--- config.mk ---
export PLATFORM = sky130hd
export DESIGN_NAME = framebuffer_writer_flat
export DESIGN_NICKNAME = d
export VERILOG_FILES = /design/src/rtl/framebuffer_writer_if.sv /design/src/rtl/framebuffer_writer.sv /design/src/flat_wrapper.sv
export SDC_FILE = /design/constraint.sdc
export NUM_CORES = 1
export LEC_CHECK = 0
export CORE_ASPECT_RATIO = 0.5
export CORE_UTILIZATION = 43
export CTS_CLUSTER_SIZE = 24
export DETAILED_ROUTE_END_ITERATION = 8
export HOLD_SLACK_MARGIN = 0.02
export PLACE_DENSITY = 0.62
export REMOVE_ABC_BUFFERS = 1
export SETUP_SLACK_MARGIN = 0.5
export SKIP_CTS_REPAIR_TIMING = 1
export SLEW_MARGIN = 40
export SYNTH_ARGS = -nofsm -noshare
export SYNTH_HDL_FRONTEND = slang
export SYNTH_SLANG_ARGS = --single-unit
--- constraint.sdc ---
create_clock -name clk -period 4.2 [get_ports clk]
set_input_delay 0.42 -clock clk [delete_from_list [all_inputs] [get_ports clk]]
set_output_delay 0.42 -clock clk [all_outputs]
set_load 0.005 [all_outputs]
--- src/rtl/framebuffer_writer_if.sv ---
// rtl/framebuffer_writer_if.sv - command and memory-write bus of the framebuffer writer
// Purpose: bundles the draw-command handshake, the display arbitration input,
//          the framebuffer write port and the status outputs.
// Signals (directions seen from the writer, modport slave):
//   cmd_valid   in   command present
//   cmd_ready   out  writer can accept a command
//   cmd_x/y/len in   start column, row, pixel count
//   cmd_red/green/blue in  colour fields
//   on_air      in   display owns memory this cycle
//   mem_address/mem_data/mem_we out  framebuffer write port
//   busy        out  span in progress
//   err         out  one-cycle pulse on a rejected command
interface framebuffer_writer_if #(
  parameter int WIDTH       = 16,
  parameter int COORDINATES = 10,
  parameter int ADDRESS     = 19,
  parameter int RED         = 6,
  parameter int GREEN       = 5,
  parameter int BLUE        = 5
);
  logic                   cmd_valid;
  logic                   cmd_ready;
  logic [COORDINATES-1:0] cmd_x;
  logic [COORDINATES-1:0] cmd_y;
  logic [COORDINATES-1:0] cmd_len;
  logic [RED-1:0]         cmd_red;
  logic [GREEN-1:0]       cmd_green;
  logic [BLUE-1:0]        cmd_blue;
  logic                   on_air;
  logic [ADDRESS-1:0]     mem_address;
  logic [WIDTH-1:0]       mem_data;
  logic                   mem_we;
  logic                   busy;
  logic                   err;

  modport slave (
    input  cmd_valid, cmd_x, cmd_y, cmd_len, cmd_red, cmd_green, cmd_blue, on_air,
    output cmd_ready, mem_address, mem_data, mem_we, busy, err
  );

  modport master (
    output cmd_valid, cmd_x, cmd_y, cmd_len, cmd_red, cmd_green, cmd_blue, on_air,
    input  cmd_ready, mem_address, mem_data, mem_we, busy, err
  );
endinterface

--- src/rtl/framebuffer_writer.sv ---
// rtl/framebuffer_writer.sv - turns point/span draw commands into framebuffer writes
// Purpose: accepts a draw command (x, y, len, colour), validates it, clips the
//          span at the line end and emits one write per cycle whenever the
//          display is not reading memory.
// Ports:
//   clk    in  system clock
//   rst_n  in  asynchronous active-low reset
//   bus    framebuffer_writer_if.slave (command, on_air, write port, status)
module framebuffer_writer #(
  parameter int WIDTH       = 16,
  parameter int COORDINATES = 10,
  parameter int ADDRESS     = 19,
  parameter int RED         = 6,
  parameter int GREEN       = 5,
  parameter int BLUE        = 5,
  parameter int SCREEN_W    = 800,
  parameter int SCREEN_H    = 600
) (
  input logic                clk,
  input logic                rst_n,
  framebuffer_writer_if.slave bus
);
  typedef enum logic [1:0] {IDLE, CALC, WRITE} state_t;

  localparam int CW = COORDINATES + 1;
  // One extra bit so the screen limits and the room-to-line-end fit without wrap.
  localparam logic [CW-1:0]          W_LIM    = CW'(SCREEN_W);
  localparam logic [CW-1:0]          H_LIM    = CW'(SCREEN_H);
  localparam logic [COORDINATES-1:0] CNT_ONE  = COORDINATES'(1);
  localparam logic [ADDRESS-1:0]     ADDR_ONE = ADDRESS'(1);

  state_t state, state_next;

  logic [COORDINATES-1:0] x_q, y_q, len_q, remaining;
  logic [RED-1:0]         red_q;
  logic [GREEN-1:0]       green_q;
  logic [BLUE-1:0]        blue_q;

  logic               accept, cmd_bad, we, ready_next, err_next;
  logic [ADDRESS-1:0] base;
  logic [CW-1:0]      room;

  // cmd_ready is only ever high in IDLE, so accept implies IDLE.
  assign accept  = bus.cmd_valid && bus.cmd_ready;
  assign cmd_bad = ({1'b0, bus.cmd_x} >= W_LIM) || ({1'b0, bus.cmd_y} >= H_LIM) ||
                   (bus.cmd_len == '0);

  // Combinational so a write can never land in an on_air cycle.
  assign we         = (state == WRITE) && !bus.on_air;
  assign bus.mem_we = we;

  assign base = ADDRESS'(y_q) * ADDRESS'(SCREEN_W) + ADDRESS'(x_q);
  assign room = W_LIM - {1'b0, x_q};

  always_comb begin
    state_next = state;
    err_next   = 1'b0;
    unique case (state)
      IDLE: begin
        if (accept) begin
          if (cmd_bad) err_next   = 1'b1;
          else         state_next = CALC;
        end
      end
      CALC:    state_next = WRITE;
      WRITE:   if (we && remaining == CNT_ONE) state_next = IDLE;
      default: state_next = IDLE;
    endcase
    // Drop on the accept edge; otherwise ready whenever we will sit in IDLE.
    ready_next = (state_next == IDLE) && !accept;
  end

  always_ff @(posedge clk or negedge rst_n) begin
    if (!rst_n) begin
      state         <= IDLE;
      bus.busy      <= 1'b0;
      bus.cmd_ready <= 1'b0;
      bus.err       <= 1'b0;
    end else begin
      state         <= state_next;
      bus.busy      <= (state_next != IDLE);
      bus.cmd_ready <= ready_next;
      bus.err       <= err_next;
    end
  end

  always_ff @(posedge clk or negedge rst_n) begin
    if (!rst_n) begin
      x_q             <= '0;
      y_q             <= '0;
      len_q           <= '0;
      red_q           <= '0;
      green_q         <= '0;
      blue_q          <= '0;
      remaining       <= '0;
      bus.mem_address <= '0;
      bus.mem_data    <= '0;
    end else begin
      if (accept) begin
        x_q     <= bus.cmd_x;
        y_q     <= bus.cmd_y;
        len_q   <= bus.cmd_len;
        red_q   <= bus.cmd_red;
        green_q <= bus.cmd_green;
        blue_q  <= bus.cmd_blue;
      end
      if (state == CALC) begin
        bus.mem_address <= base;
        bus.mem_data    <= {red_q, green_q, blue_q};
        // Clip at the end of the line; spans never wrap onto the next row.
        remaining       <= ({1'b0, len_q} < room) ? len_q : room[COORDINATES-1:0];
      end else if (we) begin
        bus.mem_address <= bus.mem_address + ADDR_ONE;
        remaining       <= remaining - CNT_ONE;
      end
    end
  end
endmodule

--- src/flat_wrapper.sv ---
// flat-port wrapper written by rule: the top's interface ports become plain ports
module framebuffer_writer_flat 
#(
  parameter int WIDTH       = 16,
  parameter int COORDINATES = 10,
  parameter int ADDRESS     = 19,
  parameter int RED         = 6,
  parameter int GREEN       = 5,
  parameter int BLUE        = 5,
  parameter int SCREEN_W    = 800,
  parameter int SCREEN_H    = 600
)
  (clk, rst_n, bus_cmd_valid, bus_cmd_x, bus_cmd_y, bus_cmd_len, bus_cmd_red, bus_cmd_green, bus_cmd_blue, bus_on_air, bus_cmd_ready, bus_mem_address, bus_mem_data, bus_mem_we, bus_busy, bus_err);
  framebuffer_writer_if #(.WIDTH(WIDTH), .COORDINATES(COORDINATES), .ADDRESS(ADDRESS), .RED(RED), .GREEN(GREEN), .BLUE(BLUE)) bus_i ();
  input logic clk;
  input logic rst_n;
  input wire logic [$bits(bus_i.cmd_valid)-1:0] bus_cmd_valid;
  input wire logic [$bits(bus_i.cmd_x)-1:0] bus_cmd_x;
  input wire logic [$bits(bus_i.cmd_y)-1:0] bus_cmd_y;
  input wire logic [$bits(bus_i.cmd_len)-1:0] bus_cmd_len;
  input wire logic [$bits(bus_i.cmd_red)-1:0] bus_cmd_red;
  input wire logic [$bits(bus_i.cmd_green)-1:0] bus_cmd_green;
  input wire logic [$bits(bus_i.cmd_blue)-1:0] bus_cmd_blue;
  input wire logic [$bits(bus_i.on_air)-1:0] bus_on_air;
  output wire logic [$bits(bus_i.cmd_ready)-1:0] bus_cmd_ready;
  output wire logic [$bits(bus_i.mem_address)-1:0] bus_mem_address;
  output wire logic [$bits(bus_i.mem_data)-1:0] bus_mem_data;
  output wire logic [$bits(bus_i.mem_we)-1:0] bus_mem_we;
  output wire logic [$bits(bus_i.busy)-1:0] bus_busy;
  output wire logic [$bits(bus_i.err)-1:0] bus_err;
  assign bus_i.cmd_valid = bus_cmd_valid;
  assign bus_i.cmd_x = bus_cmd_x;
  assign bus_i.cmd_y = bus_cmd_y;
  assign bus_i.cmd_len = bus_cmd_len;
  assign bus_i.cmd_red = bus_cmd_red;
  assign bus_i.cmd_green = bus_cmd_green;
  assign bus_i.cmd_blue = bus_cmd_blue;
  assign bus_i.on_air = bus_on_air;
  assign bus_cmd_ready = bus_i.cmd_ready;
  assign bus_mem_address = bus_i.mem_address;
  assign bus_mem_data = bus_i.mem_data;
  assign bus_mem_we = bus_i.mem_we;
  assign bus_busy = bus_i.busy;
  assign bus_err = bus_i.err;
  framebuffer_writer #(.WIDTH(WIDTH), .COORDINATES(COORDINATES), .ADDRESS(ADDRESS), .RED(RED), .GREEN(GREEN), .BLUE(BLUE), .SCREEN_W(SCREEN_W), .SCREEN_H(SCREEN_H)) u_core (.clk(clk), .rst_n(rst_n), .bus(bus_i));
endmodule
* Word-level counts from Yosys, hierarchy flattened
Index checks and enable logic that the tools add are counted.
** Storage, ports and cells
- Output and inout bits :: 39
- Word-level logic and storage cells :: 49
- Input bits :: 50
- Bits in registers :: 96
** Cells by class
- Mux-type cells :: 12
- Add/sub/neg operators :: 4
- Equality and inequality tests :: 3
- Reduce and logical (&&, ||, !) cells :: 13
- Order comparisons :: 3
- $mul :: 1
** Operators with widths (number)
- 2-to-1 mux 19 bit :: 2
- 2-to-1 mux 10 bit :: 3
- >= comparator 10 bit, second input constant :: 2
- adder 19 x 1 -> 19 bit, second input constant :: 1
- adder 19 x 10 -> 19 bit :: 1
- multiplier 10 x 5 -> 14 bit, second input constant :: 1
- < comparator 10 x 11 -> 1 bit :: 1
- subtractor 10 x 10 -> 11 bit, first input constant :: 1
- equality test 10 x 1 -> 1 bit, second input constant :: 1
- zero test 10 bit :: 1
- subtractor 10 x 1 -> 10 bit, second input constant :: 1
- 2-to-1 mux 2 bit :: 3
- case mux 2 bit (3 select lines) :: 1
- logical AND 1 bit :: 4
- zero test 2 bit :: 2
- nonzero test 2 bit :: 2
- 2-to-1 mux 1 bit :: 3
- equality test 2 x 1 -> 1 bit, second input constant :: 1
- equality test 2 bit, second input constant :: 1
- zero test 1 bit :: 2
- logical OR 1 bit :: 2

* Longest topological paths before layout
- Word-level depth :: 8
- Mapped depth :: 14
- Mapped depth without buffers :: 13

* Worst setup path before layout
OpenSTA, ideal clock, no wires.
- Path type :: reg2reg
- Start point :: reg u_core.y_q[2]
- End point :: reg u_core.bus.mem_address[18]
- Stages on the path, launching flop included :: 12
- Period minus slack after synthesis :: 3.629 ns
- Data arrival time :: 3.492 ns
- Library setup time :: 0.137 ns
- Slack :: 0.571 ns
- Data required time :: 4.063 ns
- Buffers on the path :: 0
- Cell sequence :: dfrtp_1 ha_1 ha_1 fa_1 ha_1 a21o_1 or4b_1 a211oi_2 nand4_1 nor4_2 xnor2_1 a21oi_1
** Between the ends
- Word-level cells in the longest chain between the ends :: 3
** RTL lines
- from (decl) :: RTL line framebuffer_writer.sv:34 : logic [COORDINATES-1:0] x_q, y_q, len_q, remaining;
- from (signal assigned) :: RTL line framebuffer_writer.sv:101 : y_q <= bus.cmd_y;
- multiplier 10 x 5 -> 14 bit :: RTL line framebuffer_writer.sv:52 : assign base = ADDRESS'(y_q) * ADDRESS'(SCREEN_W) + ADDRESS'(x_q);
- adder 19 x 10 -> 19 bit :: RTL line framebuffer_writer.sv:52
- 2-to-1 mux 19 bit :: RTL line framebuffer_writer.sv:107 : if (state == CALC) begin
- to (signal assigned) :: RTL line framebuffer_writer.sv:108 : bus.mem_address <= base;
- to (signal assigned) :: RTL line framebuffer_writer.sv:113 : bus.mem_address <= bus.mem_address + ADDR_ONE;
- to (decl) :: RTL line framebuffer_writer_if.sv:38 : output cmd_ready, mem_address, mem_data, mem_we, busy, err
Every way passes these cells.
A chain may end at the register's enable or synchronous reset.

* Final worst setup path
- Start point :: reg u_core.y_q[3]
- End point :: reg u_core.bus.mem_address[18]
The elaborated chain is that of the path after synthesis.

==> results.ini <==
[run_status]
status=complete, but fails checks
failed_checks=design-rule violations

[floorplanning]
die_w_um=166.5
ios=89
dieArea_um2=14020
core_um2=12920
start_util=0.4503
die_h_um=84.24
row_count=29

[timing]
holdWs_ns=0.05209
setup_viol=0
tns_ns=0
finalHoldViolations=0
min_period_ns=3.560
drv_slew=0
rsz0062_at_grt=false
slew_headroom=0.4912
clock_skew_ns=0.01014
fmax_mhz=280.9
period_share=0.8477
tightest_slew_ns=0.7632

[clock_network]
clockBufferDepth=2
cts_max_level=3
cts_buffers=9
cts_tree=yes
cts_root_buf=clkbuf_16
clock_sinks=96
insertion_delay_ns=0.35
clkSlewWorstSetupHoldPaths_ns=0.07

[setup_path]
start_kind=flop
rr_startpoint=u_core.y_q[3]
timing.rr.end=u_core.bus.mem_address[18]
arrival_ns=3.79
crit_required_ns=4.43
critPathCaptureType=flop
path_max_fanout=4
crit_type=reg -> reg
reg2reg_depth=11
reg2reg_slack_ns=0.64

[yosys]
ys.flop_type=dfrtp_1
synth-seq-cells=96
synth_enable_flop_cells=0
yosysWarnings=0
yosys.cell_types.count=54
ys_seq_area_frac=0.4130
syn_inst=577
ys_async_sr_fraction=1.000
synth.cell_area_um2=5817
syn_avg_cell_area_um2=10.08

[routing]
firstDrtPassIters=7
drt_iter0_markers=208
vias=4446
via_per_inst=5.262
drc=5
antenna_left=0
routedWlPerCell_um=15.04
drt-total-wl_um=12710

[layout]
final_common_cell=dfrtp_1
drive_above_1_share=0.1511
antenna-diode-count=0
stdcell_area_um2=7336
syn_to_final_growth_pct=26.11
final_cell_mix=dfrtp_1 (95), clkdlybuf4s50_1 (87), nand2_1 (81)
fin_cells=845
multi_input_area_um2=3302
fillers=1119
register_area_um2=2404
nNetsFinal=776

[place]
gp_congestion=0.8321
dpl_cell_area_um2=6912
dp_hpwl_um=9428
io_buffers=88
dp.cells=824

[power]
vdd_drop_max_uv=181.0
p_leak_nw=3.439
power.total_mw=2.120
p_per_area_nw_per_um2=289.0

[grt]
overflow=0
grt_pass1_wl_um=20890
antenna_found_initial=0
grt_pass1_vias=4275
grt_start_max_net_pins=66
track_usage=0.1863

[run]
maxCapViolations=0

[min_path]
hold_class=in -> async

synth_stat cells, drive strengths merged, types with 12 or more instances:
master / n / area share
a21oi: 19 / 0.016
xor2: 18 / 0.028
mux2: 50 / 0.097
nand2: 82 / 0.053
xnor2: 19 / 0.029
dfrtp: 96 / 0.41
o21ai: 25 / 0.022
nor2: 25 / 0.016
clkbuf: 12 / 0.0077
inv: 40 / 0.026
ha: 50 / 0.11
nand3: 19 / 0.016
power breakdown:
group          internal (mW)  switching (mW)  total, mW
Sequential             0.976          0.0637       1.04
Combinational          0.154           0.107      0.261
Clock                  0.419           0.400      0.819
Total                   1.55           0.571       2.12
critical path, cell delays in order (launching register included):
cell	delay (ns)
dfrtp_1	0.41
ha_1	0.34
ha_4	0.27
fa_1	0.44
ha_4	0.33
xor2_4	0.19
or4b_4	0.50
a211oi_4	0.25
nand4_1	0.20
nor4_2	0.29
xnor2_1	0.15
a21oi_1	0.08
state kept, by name (all words and copies together) (netlist names):
name                    cells
u_core.bus.busy             1
u_core.x_q                 10
u_core.len_q               10
u_core.state                2
u_core.blue_q               5
u_core.remaining           10
u_core.bus.mem_address     19
u_core.bus.err              1
u_core.red_q                6
u_core.bus.cmd_ready        1
u_core.bus.mem_data        16
u_core.green_q              5
u_core.y_q                 10
layer usage:
layer / global-route usage / vias to the layer above / share of wire / wire length (um)
li1: - / 2210 / - / -
met1: 0.2761 / 2179 / 0.52 / 6604
met2: 0.2846 / 49 / 0.45 / 5694
met3: 0.03395 / 8 / 0.025 / 321
met4: 0.03788 / 0 / 0.0068 / 87
met5: 0 / - / 0 / 0
cells by family after synthesis:
family,synth area share
fa+ha+maj,0.1282
xor+xnor,0.05700
buf+inv,0.03764
mux,0.1157
flops,0.4130
simple gates,0.1493
compound gates,0.09917
stage by stage:
stage / utilization / setup slack, ns
floorplan: - / 0.5007
global placement: 0.5339 / 0.4013
detailed placement: 0.5351 / 0.3840
CTS: 0.5579 / 0.3444
global route: 0.5679 / 0.4868
finish: 0.5679 / 0.6398
layout make-up:
cell class | count | area share
Clock inverter | 7 | 0.009551
Clock buffer | 9 | 0.03070
Sequential cell | 96 | 0.3276
Inverter | 40 | 0.02047
Timing Repair Buffer | 100 | 0.1325
Tap cell | 170 | 0.02900
Multi-Input combinational cell | 423 | 0.4501
worst max path at each step:
stage	end	from	slack, ns
4_1_cts	u_core.bus.mem_address[17]	u_core.y_q[2]	0.34
3_3_place_gp	u_core.bus.mem_address[18]	u_core.y_q[2]	0.40
3_5_place_dp	u_core.bus.mem_address[17]	u_core.y_q[2]	0.38
2_1_floorplan	u_core.bus.mem_address[18]	u_core.y_q[2]	0.50
6_report	u_core.bus.mem_address[18]	u_core.y_q[3]	0.64
5_1_grt	u_core.bus.mem_address[18]	u_core.y_q[4]	0.49
(Power assumes the default switching activity.)
==> variant (same flow settings) <==
The 3 states of `state_t` get a one-hot encoding in 3 bits.
--- a/src/rtl/framebuffer_writer.sv
+++ b/src/rtl/framebuffer_writer.sv
@@ -22,3 +22,3 @@
 );
-  typedef enum logic [1:0] {IDLE, CALC, WRITE} state_t;
+  typedef enum logic [2:0] {IDLE = 3'b001, CALC = 3'b010, WRITE = 3'b100} state_t;
 
Check against the original RTL: no difference found for any inputs over 10 cycles, from zero or initial values and one cycle with rst_n low; not proved beyond that.
==> variant against the unedited design <==
  * Synthesized area rose by 2.4%
  * Worst setup slack improved by 37 ps
  * Non-clock buffer count decreased by 8
  * Final area up 0.41%
  * Critical path depth stayed put
  * Sequential cell count grew 1
  * Routed wire length grew 8.0%
Power is not compared: it rests on default switching activity, and its combinational part moved more than twofold at a synthesized area within 25%.
==> variant: results (changes against the unedited design) <==
The analysis attributes to cell leakage a power of 3.23 nW. The via count of the first global-routing pass is 4693 (+9.8%). For the final setup skew, the log shows 11.0 ps (+0.826 ps). The register-to-register path setup slack is 680 ps (+40 ps), and the first-pass GRT wire length is 23.2 mm (+11%). The tools report the total of endpoints with negative setup slack in the final report as 0 (unchanged). The share of post-route cells with drive strength above 1 works out to 11.6% (-3.5 points).

The overall fraction of global-route tracks in use came out at 20.5% (+1.9 points). For the number of max-cap violations, the log shows 0 (unchanged). By area the synthesized netlist is led by dfrtp_1, ha_1, mux2_2.

The logs give 10.1 mm (+7.0%) for the placed wire-length estimate after detailed placement and 1185 (+5.9%) for the filler cell count in the final layout. The largest net degree at the start of global routing was 67 (+1.5%); the largest fanout on the critical path was 6 (+2). Pre-CTS setup slack: 620 ps (+236 ps).

The largest registers in the layout are u_core.bus.mem_address x19, u_core.bus.mem_data x16. The worst register-to-register path ends at u_core.bus.mem_address[18]. The tools report the number of buffers created by CTS as 9 (unchanged). The tools report the number of antenna violations at the first check in global routing as 0 (unchanged). The number of design rule violations left after detail routing came out at 0 (-5).

The relative slew slack was 50.9% (+1.8 points); the fraction of the yosys area taken by sequential cells was 40.8% (-0.53 points). For the final net count, the log shows 799 (+3.0%). By count the netlist is led by nand2_1, dfrtp_1, ha_1. The average via count per standard cell is 5.26 (about the same). The root buffer cell chosen for the clock tree is clkbuf_16. The tools report the count of inserted antenna diode cells as 0 (unchanged).

Number of distinct library cell variants in the gate-level netlist after synthesis: 61 (+13%). The flow ran to the end, and the final reports show no timing, DRC or antenna violations. The depth of the most critical reg-to-reg path is 11 (unchanged).

For the total iterations of the first detailed-routing run, the log shows 4 (-3). The tools report the number of DRC violations after detailed-routing iteration 0 as 253 (+22%). For the weighted congestion reported at the end of routability-driven placement, the log shows 0.841 (+1.0%). The clock-pin slew reported for the worst setup and hold paths after clock tree synthesis is 80 ps.

The leading register cell type out of synthesis was dfrtp_1. The final wirelength came out at 13.7 mm (+8.0%). The data arrival at the endpoint of the critical path is 3750 ps (-40 ps). The startpoint of the lowest-slack register-to-register path was u_core.y_q[2].
variant: cell types whose count changed after synthesis, moves of 4 or more:
| cell | change |
|---|---|
| a21oi_1 | +8 |
| nand3_1 | -4 |
| clkbuf_1 | +4 |
| mux2_2 | -14 |
| o21ai_1 | +7 |
| xor2_1 | -5 |
| nand2_1 | +15 |
| nor2_1 | +13 |
| mux2i_1 | -7 |
| a221oi_2 | +5 |
| o21ai_0 | +8 |
variant: logic make-up after synthesis:
| kind of cell | Yosys count | share of synthesized area [%] |
|---|---|---|
| AND/OR/NAND/NOR | 202 | 15.5 |
| XOR/XNOR | 33 | 5.10 |
| flip-flops | 97 | 40.8 |
| AO/OA/AOI/OAI | 124 | 14.9 |
| adder cells (fa/ha/maj) | 56 | 12.5 |
| buffers and inverters | 58 | 3.65 |
| multiplexers | 40 | 7.48 |
variant: how the worst max path moves through the flow:
stage | depth (start not counted) | startpoint | to | slack (ps)
detailed placement | 13 | u_core.y_q[3] | u_core.bus.mem_address[18] | 620
CTS | 11 | u_core.y_q[2] | u_core.bus.mem_address[18] | 620
global route | 13 | u_core.y_q[5] | u_core.bus.mem_address[18] | 460
floorplan | 13 | u_core.y_q[4] | u_core.bus.mem_address[18] | 860
global placement | 11 | u_core.y_q[2] | u_core.bus.mem_address[18] | 730
finish | 11 | u_core.y_q[2] | u_core.bus.mem_address[18] | 680
variant: power by group:
| part | switching, W | internal, W |
|---|---|---|
| Combinational | 0.00120 | 0.00115 |
| Sequential | 0.000265 | 0.00118 |
| Clock | 0.000404 | 0.000481 |
| Total | 0.00187 | 0.00281 |
variant: final cells by class:
class	count	share of cell area (%)
multi-input combinational	455	45.3
sequential	97	33.0
timing repair buffer	92	12.4
tap	186	3.16
clock buffer	9	3.06
inverter	38	1.94
clock inverter	7	1.22
variant: layer usage:
layer / vias up / wire length, um / track usage, %
met5: - / 0 / 0
met4: 0 / 114 / 4.38
met3: 12 / 686 / 4.66
met2: 75 / 6190 / 33.2
met1: 2245 / 6740 / 28.2
li1: 2320 / - / -
variant: stage by stage:
stage	instances	instance area [um2]	hold slack, ps	utilization, %
after CTS	884	7350	74.1	56.1
final	884	7370	40.9	56.2
after detailed placement	868	7040	453	53.7
after floorplan	590	5880	124	-
after global routing	884	7370	98.7	56.2
after global placement	868	7030	444	53.7
variant: critical path, cell delays in order (launching register included):
cell      delay (ps)
dfrtp_1          430
ha_1             310
ha_1             310
fa_1             460
ha_1             420
and3_1           260
a221oi_4         360
xnor2_2          190
nand3_2          130
nor4b_2          320
xnor2_1          150
o21ai_1           60
